===== src/rtl/pc_sequencer.sv =====
// Program counter register with stall hold, branch/jump redirect and a circular
// return-address stack for jump-and-link / jump-register returns.
module pc_sequencer #(
    parameter logic [31:0] RESET_PC  = 32'h0000_0000,
    parameter int unsigned RAS_DEPTH = 4
) (
    input  logic        Clk,
    input  logic        Reset,
    input  logic [31:0] PCAddResult,
    input  logic        Stall,
    input  logic        Branch,
    input  logic [31:0] BranchTarget,
    input  logic        Jump,
    input  logic [31:0] JumpTarget,
    input  logic        Link,
    input  logic        Return,
    input  logic [31:0] ReturnFallback,
    output logic [31:0] PCResult,
    output logic [3:0]  RASCount,
    output logic        RASOverflow,
    output logic        Misaligned
);

    localparam int unsigned PtrW     = (RAS_DEPTH > 1) ? $clog2(RAS_DEPTH) : 1;
    localparam logic [3:0]  DepthCnt = 4'(RAS_DEPTH);

    logic [31:0]     pc_q, pc_d;
    logic [PtrW-1:0] ptr_q, ptr_d, ptr_dec;
    logic [3:0]      cnt_q, cnt_d;
    logic            ovf_q, ovf_d;
    logic            push;
    logic [31:0]     ras_q [RAS_DEPTH];

    assign ptr_dec = ptr_q - PtrW'(1);

    always_comb begin
        pc_d  = PCAddResult;
        ptr_d = ptr_q;
        cnt_d = cnt_q;
        ovf_d = ovf_q;
        push  = 1'b0;
        if (Stall) begin
            pc_d = pc_q;
        end else if (Return) begin
            if (cnt_q != 4'd0) begin
                pc_d  = ras_q[ptr_dec];
                ptr_d = ptr_dec;
                cnt_d = cnt_q - 4'd1;
            end else begin
                pc_d = ReturnFallback;
            end
        end else if (Jump) begin
            pc_d = JumpTarget;
            if (Link) begin
                push  = 1'b1;
                ptr_d = ptr_q + PtrW'(1);
                // A full stack overwrites its oldest entry; the pointer wraps onto it.
                if (cnt_q == DepthCnt) begin
                    ovf_d = 1'b1;
                end else begin
                    cnt_d = cnt_q + 4'd1;
                end
            end
        end else if (Branch) begin
            pc_d = BranchTarget;
        end
    end

    always_ff @(posedge Clk) begin
        if (Reset) begin
            pc_q  <= RESET_PC;
            ptr_q <= '0;
            cnt_q <= 4'd0;
            ovf_q <= 1'b0;
        end else begin
            pc_q  <= pc_d;
            ptr_q <= ptr_d;
            cnt_q <= cnt_d;
            ovf_q <= ovf_d;
        end
    end

    // Stack contents need no reset; the count qualifies them.
    always_ff @(posedge Clk) begin
        if (push && !Reset) begin
            ras_q[ptr_q] <= PCAddResult;
        end
    end

    assign PCResult    = pc_q;
    assign RASCount    = cnt_q;
    assign RASOverflow = ovf_q;
    assign Misaligned  = |pc_q[1:0];

endmodule


===== config.mk =====
export PLATFORM = sky130hd
export DESIGN_NAME = pc_sequencer
export DESIGN_NICKNAME = d
export VERILOG_FILES = /design/src/rtl/pc_sequencer.sv
export SDC_FILE = /design/constraint.sdc
export NUM_CORES = 1
export LEC_CHECK = 0
export BUFFER_PORTS_ARGS = -buffer_cell sky130_fd_sc_hd__buf_2
export CORE_MARGIN = 2
export CORE_UTILIZATION = 58
export DETAILED_ROUTE_END_ITERATION = 16
export HOLD_SLACK_MARGIN = 0.03
export PLACE_DENSITY_LB_ADDON = 0.2
export RECOVER_POWER = 25
export SYNTH_ARGS = -nofsm -noshare
export SYNTH_HDL_FRONTEND = slang
export SYNTH_SLANG_ARGS = --single-unit

===== constraint.sdc =====
create_clock -name Clk -period 3.94 [get_ports Clk]
set_clock_uncertainty 0.15 [all_clocks]
set_input_delay 0.197 -clock Clk [delete_from_list [all_inputs] [get_ports Clk]]
set_output_delay 0.197 -clock Clk [all_outputs]
set_load 0.02 [all_outputs]

---- After elaboration in Yosys (flattened, before gate mapping) ----
Memories as Yosys holds them, arrays and structs flattened.
Index checks and enable logic that the tools add are counted.
operators by class
  add/subtract/negate cells ............... 4
  $mul .................................... 0
  divide/modulo/power cells ............... 0
  $lt $le $gt $ge ......................... 0
  eq/ne operators ......................... 3
  shifts and indexed selects .............. 0
  muxes and demuxes ....................... 19
  bitwise logic cells ..................... 2
  reductions and logical operators ........ 9
operators by type and width
  cell                                                                count
  32-bit 2-to-1 mux                                                   4
  4-bit 2-to-1 mux                                                    5
  5-bit AND reduction                                                 2
  2-bit 2-to-1 mux                                                    4
  1-bit 2-to-1 mux                                                    6
  4-bit by 1-bit adder with 4-bit output, second input constant       1
  4-bit by 3-bit == test with 1-bit output, second input constant     1
  4-bit AND reduction                                                 1
  2-bit nonzero test                                                  2
  4-bit nonzero test                                                  1
  4-bit by 1-bit subtractor with 4-bit output, second input constant  1
  2-bit by 1-bit adder with 2-bit output, second input constant       1
  2-bit by 1-bit != test with 1-bit output, second input constant     1
  2-bit != test, second input constant                                1
  1-bit NOT                                                           2
  2-bit OR reduction                                                  1
  2-bit by 1-bit subtractor with 2-bit output, second input constant  1
  1-bit logical AND                                                   1
  1-bit zero test                                                     1
word-level totals
  flip-flop bits (word level) ............. 39
  latch bits .............................. 0
  memory bits (writable) .................. 128
  bits in read-only memories .............. 0
  bits of input ports ..................... 135
  output and inout port bits .............. 38
  logic and storage cells ................. 42
  memories ................................ 1
memory list
  memory  depth  width  rd ports  clocked after Yosys merged registers in  wr ports  line  text
  ras_q   4      32     1         0                                        1         32    logic [31:0] ras_q [RAS_DEPTH];

---- Depth between registers and ports, before layout ----
  depth in word-level cells ............... 7
  gate-level depth with buffers ........... 9
  depth with buffers taken out ............ 5

---- Worst setup path before layout ----
OpenSTA, ideal clock, no wires.
  path kind ............................... reg-to-reg
  start ................................... reg ptr_q[0]
  end ..................................... reg pc_q[10], in the netlist PCResult[10]
  arrival time ............................ 2.296 ns
  data required time ...................... 3.649 ns
  slack ................................... 1.354 ns
  cell stages (with the launch flop) ...... 10
  path buffers ............................ 4
  period minus slack after synthesis ...... 2.586 ns
  cell sequence ........................... dfxtp_1 > buf_2 > buf_4 > inv_1 > ha_1 > clkbuf_1 > clkbuf_1 > mux4_2 > a221oi_2 > nor3_2
between the ends
  longest elaborated chain between the ends .. 4
ends and longest elaborated chain
  what                                         line  text
  start, declared                              28    logic [PtrW-1:0] ptr_q, ptr_d, ptr_dec;
  start signal, assigned                       77    ptr_q <= ptr_d;
  2-bit by 1-bit subtractor with 2-bit output  34    assign ptr_dec = ptr_q - PtrW'(1);
  memory 4 x 32 bit                            --
  32-bit 2-to-1 mux                            45    if (cnt_q != 4'd0) begin
  32-bit 2-to-1 mux                            44    end else if (Return) begin
  end signal, assigned                         76    pc_q <= pc_d;
  end, declared                                27    logic [31:0] pc_q, pc_d;
Every way passes these cells.
A chain may end at the register's enable or synchronous reset.

---- Worst setup path after layout ----
  start ................................... reg ptr_q[1]
  end ..................................... reg pc_q[16], in the netlist PCResult[16]
The elaborated chain is that of the path after synthesis.

==> flow_summary.json <==
{
  "ys_seq_area_share_pct": 61.05,
  "start_util_pct": 59.78,
  "worst_ep_required_time_ns": 4.08,
  "cts_resized": 0,
  "grt_first_pass_wirelength_um": 29420,
  "vias": 5146,
  "cts.root.buffer_cell": "clkbuf_16",
  "ys_top_cells_by_area": "edfxtp_1 (51%), dfxtp_1 (10%), mux4_2 (9.5%), a221oi_2 (5.9%), a221o_1 (4.2%)",
  "syn_to_final_growth_pct": 27.01,
  "max_freq_mhz": 395.3,
  "slowest_stage": "ha_2",
  "path_max_fanout": 33,
  "dp_hpwl_um": 10320,
  "drcViolationCount": 0,
  "grt_antenna_before_repair": 0,
  "synth_simple_gate_area_share_pct": 7.466,
  "diodes": 0,
  "synth.largest_area_cell": "edfxtp_1",
  "synth-xor-area-share_pct": 0.3469,
  "synth_area_per_cell_um2": 16.87,
  "tightest_slew_ns": 1.167,
  "cp-start-kind": "flip-flop",
  "io_buffers": 172,
  "drive_above_1_share_pct": 44.51,
  "setup-tns-final_ns": 0,
  "ys_seq_elements": 167,
  "synth_top_family_by_area": "multiplexers",
  "die-area_um2": 13990,
  "dr.pass1.iters": 5,
  "cts_made_buffers": 17,
  "track_usage_pct": 27.71,
  "synth_top_area_share_pct": 50.74,
  "setup_viol": 0,
  "final_util_pct": 75.93,
  "slew_headroom_pct": 22.22,
  "via_per_inst": 6.019,
  "synthCells": 449,
  "nFillCells": 766,
  "layout_commonest_cell": "buf_2",
  "synth-compound-area-share_pct": 11.81,
  "insertion_delay_ns": 0.42,
  "cts.sink_count": 167,
  "synthAdderAreaFrac_pct": 1.255,
  "max_stage_delay_ns": 0.95,
  "die_x_um": 118.3,
  "grt-ovfl-total": 0,
  "min_period_ns": 2.530,
  "drv_cap": 0,
  "cts.path.max_buffers": 2,
  "cp_data_arrival_time_ns": 2.67,
  "die_y_um": 118.3,
  "final_cell_mix": "buf_2 (150), edfxtp_1 (128), dlygate4sd3_1 (64)",
  "grt_max_degree": 41,
  "cp-end-kind": "flip-flop",
  "wl_per_cell_um": 22.04,
  "core_area_um2": 12670,
  "post-route-period-util_pct": 64.20,
  "clkSlewWorstSetupHoldPaths_ns": 0.06,
  "crit_type": "flip-flop to flip-flop",
  "powerDensity_nw_per_um2": 449.7,
  "cp_cell_sequence": "inv_1 > ha_2 > mux4_2 > a221oi_2 > nor3_2",
  "drt_iter0_markers": 469,
  "final_max_slew_viol_count": 0,
  "rsz0062_at_grt": "no",
  "multi_input_area_um2": 2698,
  "ys.warnings.count": 0,
  "hold_class": "primary input to flip-flop",
  "first_global_vias": 5424,
  "rows": 41,
  "routabilityCongestion": 0.7276,
  "htreeDepth": 4,
  "netlist_area_um2": 7575,
  "status": "complete, no violations",
  "io_pins": 173,
  "synthMuxAreaShare_pct": 14.42,
  "fin_nets": 812,
  "yosysUniqueCellTypes": 39,
  "hold_viol_final": 0,
  "seq_area_um2": 4626,
  "cts_tree": "yes",
  "postRouteAntennaNets": 0,
  "vdd_drop_max_mv": 0.3738,
  "wl_um": 18840,
  "synth_fp_nets": 591,
  "p_leak_nw": 3.515
}
[critical path: cells and delay by family, from the launching register on]
| family | cells | cell delay (ns) |
|---|---|---|
| adder cells (fa/ha/maj) | 1 | 0.95 |
| buffers and inverters | 1 | 0.09 |
| AO/OA/AOI/OAI | 1 | 0.30 |
| multiplexers | 1 | 0.45 |
| AND/OR/NAND/NOR | 1 | 0.08 |
| flip-flops | 1 | 0.37 |
[layer usage]
metal	GRT usage, %	wire length, um	vias to the layer above
li1	-	-	2308
met1	34.18	7603	2578
met2	47.40	9723	230
met3	6.564	1143	30
met4	10.69	371	0
met5	0	0	-
[synth_stat cells (all sizes together)]
cell type    n
a211o        1
a211oi       1
a21oi        6
a221o       32
a221oi      32
a311oi       1
a41oi        1
and2         4
buf         19
clkbuf      17
dfxtp       39
edfxtp     128
fa           1
ha           6
inv          6
mux2        33
mux4        32
nand3        4
nand3b       1
nor2        38
nor2b        2
nor3        33
nor4b        1
o21a         1
o21ai        3
o41a         1
o41ai        1
or2          1
or4          1
xnor2        3
[state kept, by name, summed over array words and instances, names as in the netlist]
name and cells:
ras_q 128, PCResult 32, RASCount 4, ptr_q 2
RASOverflow 1
[path summary, 6_finish.rpt]
kind	startpoint	to	slack, ns	cells past startpoint
setup / recovery	ptr_q[1]$_SDFFE_PP0P_	PCResult[16]$_SDFFE_PP0N_	1.41	5
hold / removal	JumpTarget[13]	PCResult[13]$_SDFFE_PP0N_	0.04	4
setup reg to reg	ptr_q[1]$_SDFFE_PP0P_	PCResult[16]$_SDFFE_PP0N_	1.41	5
hold reg to reg	PCResult[6]$_SDFFE_PP0N_	PCResult[6]$_SDFFE_PP0N_	0.35	2
[stage by stage]
step	std cells	area [um2]	worst slack (ns)	hold WS (ns)	power (mW)
2_1_floorplan	449	7575	1.354	0.1459	2.515
3_3_place_gp	759	8437	1.488	0.2669	2.681
3_5_place_dp	759	8437	1.448	0.2765	2.701
4_1_cts	855	9648	1.419	0.04064	4.335
5_1_grt	855	9620	1.299	0.06674	4.467
6_report	855	9620	1.410	0.04462	4.327
[report_power, final]
| group | total [mW] | switching, mW | internal [mW] | leakage [nW] |
|---|---|---|---|---|
| registers | 1.97 | 0.0303 | 1.94 | 1.47 |
| clock network | 1.61 | 0.666 | 0.944 | 0.276 |
| logic | 0.749 | 0.414 | 0.335 | 1.76 |
| total | 4.33 | 1.11 | 3.22 | 3.52 |
[kinds of logic after synthesis]
group / count (synthesis)
fa+ha+maj: 7
compound gates: 80
buf+inv: 42
flops: 167
simple gates: 85
xor+xnor: 3
mux: 65
[cell type report]
cell class              count  share of cell area [%]
flip-flops and latches    167                   48.08
multi-input cells         240                   28.04
repair buffers            238                   15.48
clock buffers              19                   4.604
well taps                 172                   2.237
clock inverters            13                   1.327
inverters                   6                  0.2341
[repair_timing]
item,4_1_cts,5_1_grt
setup buffers,0,0
setup endpoints to repair,0,0
hold buffers,64,0
hold endpoints to repair,160,0
Note: power is estimated with default switching activity, not from simulation.
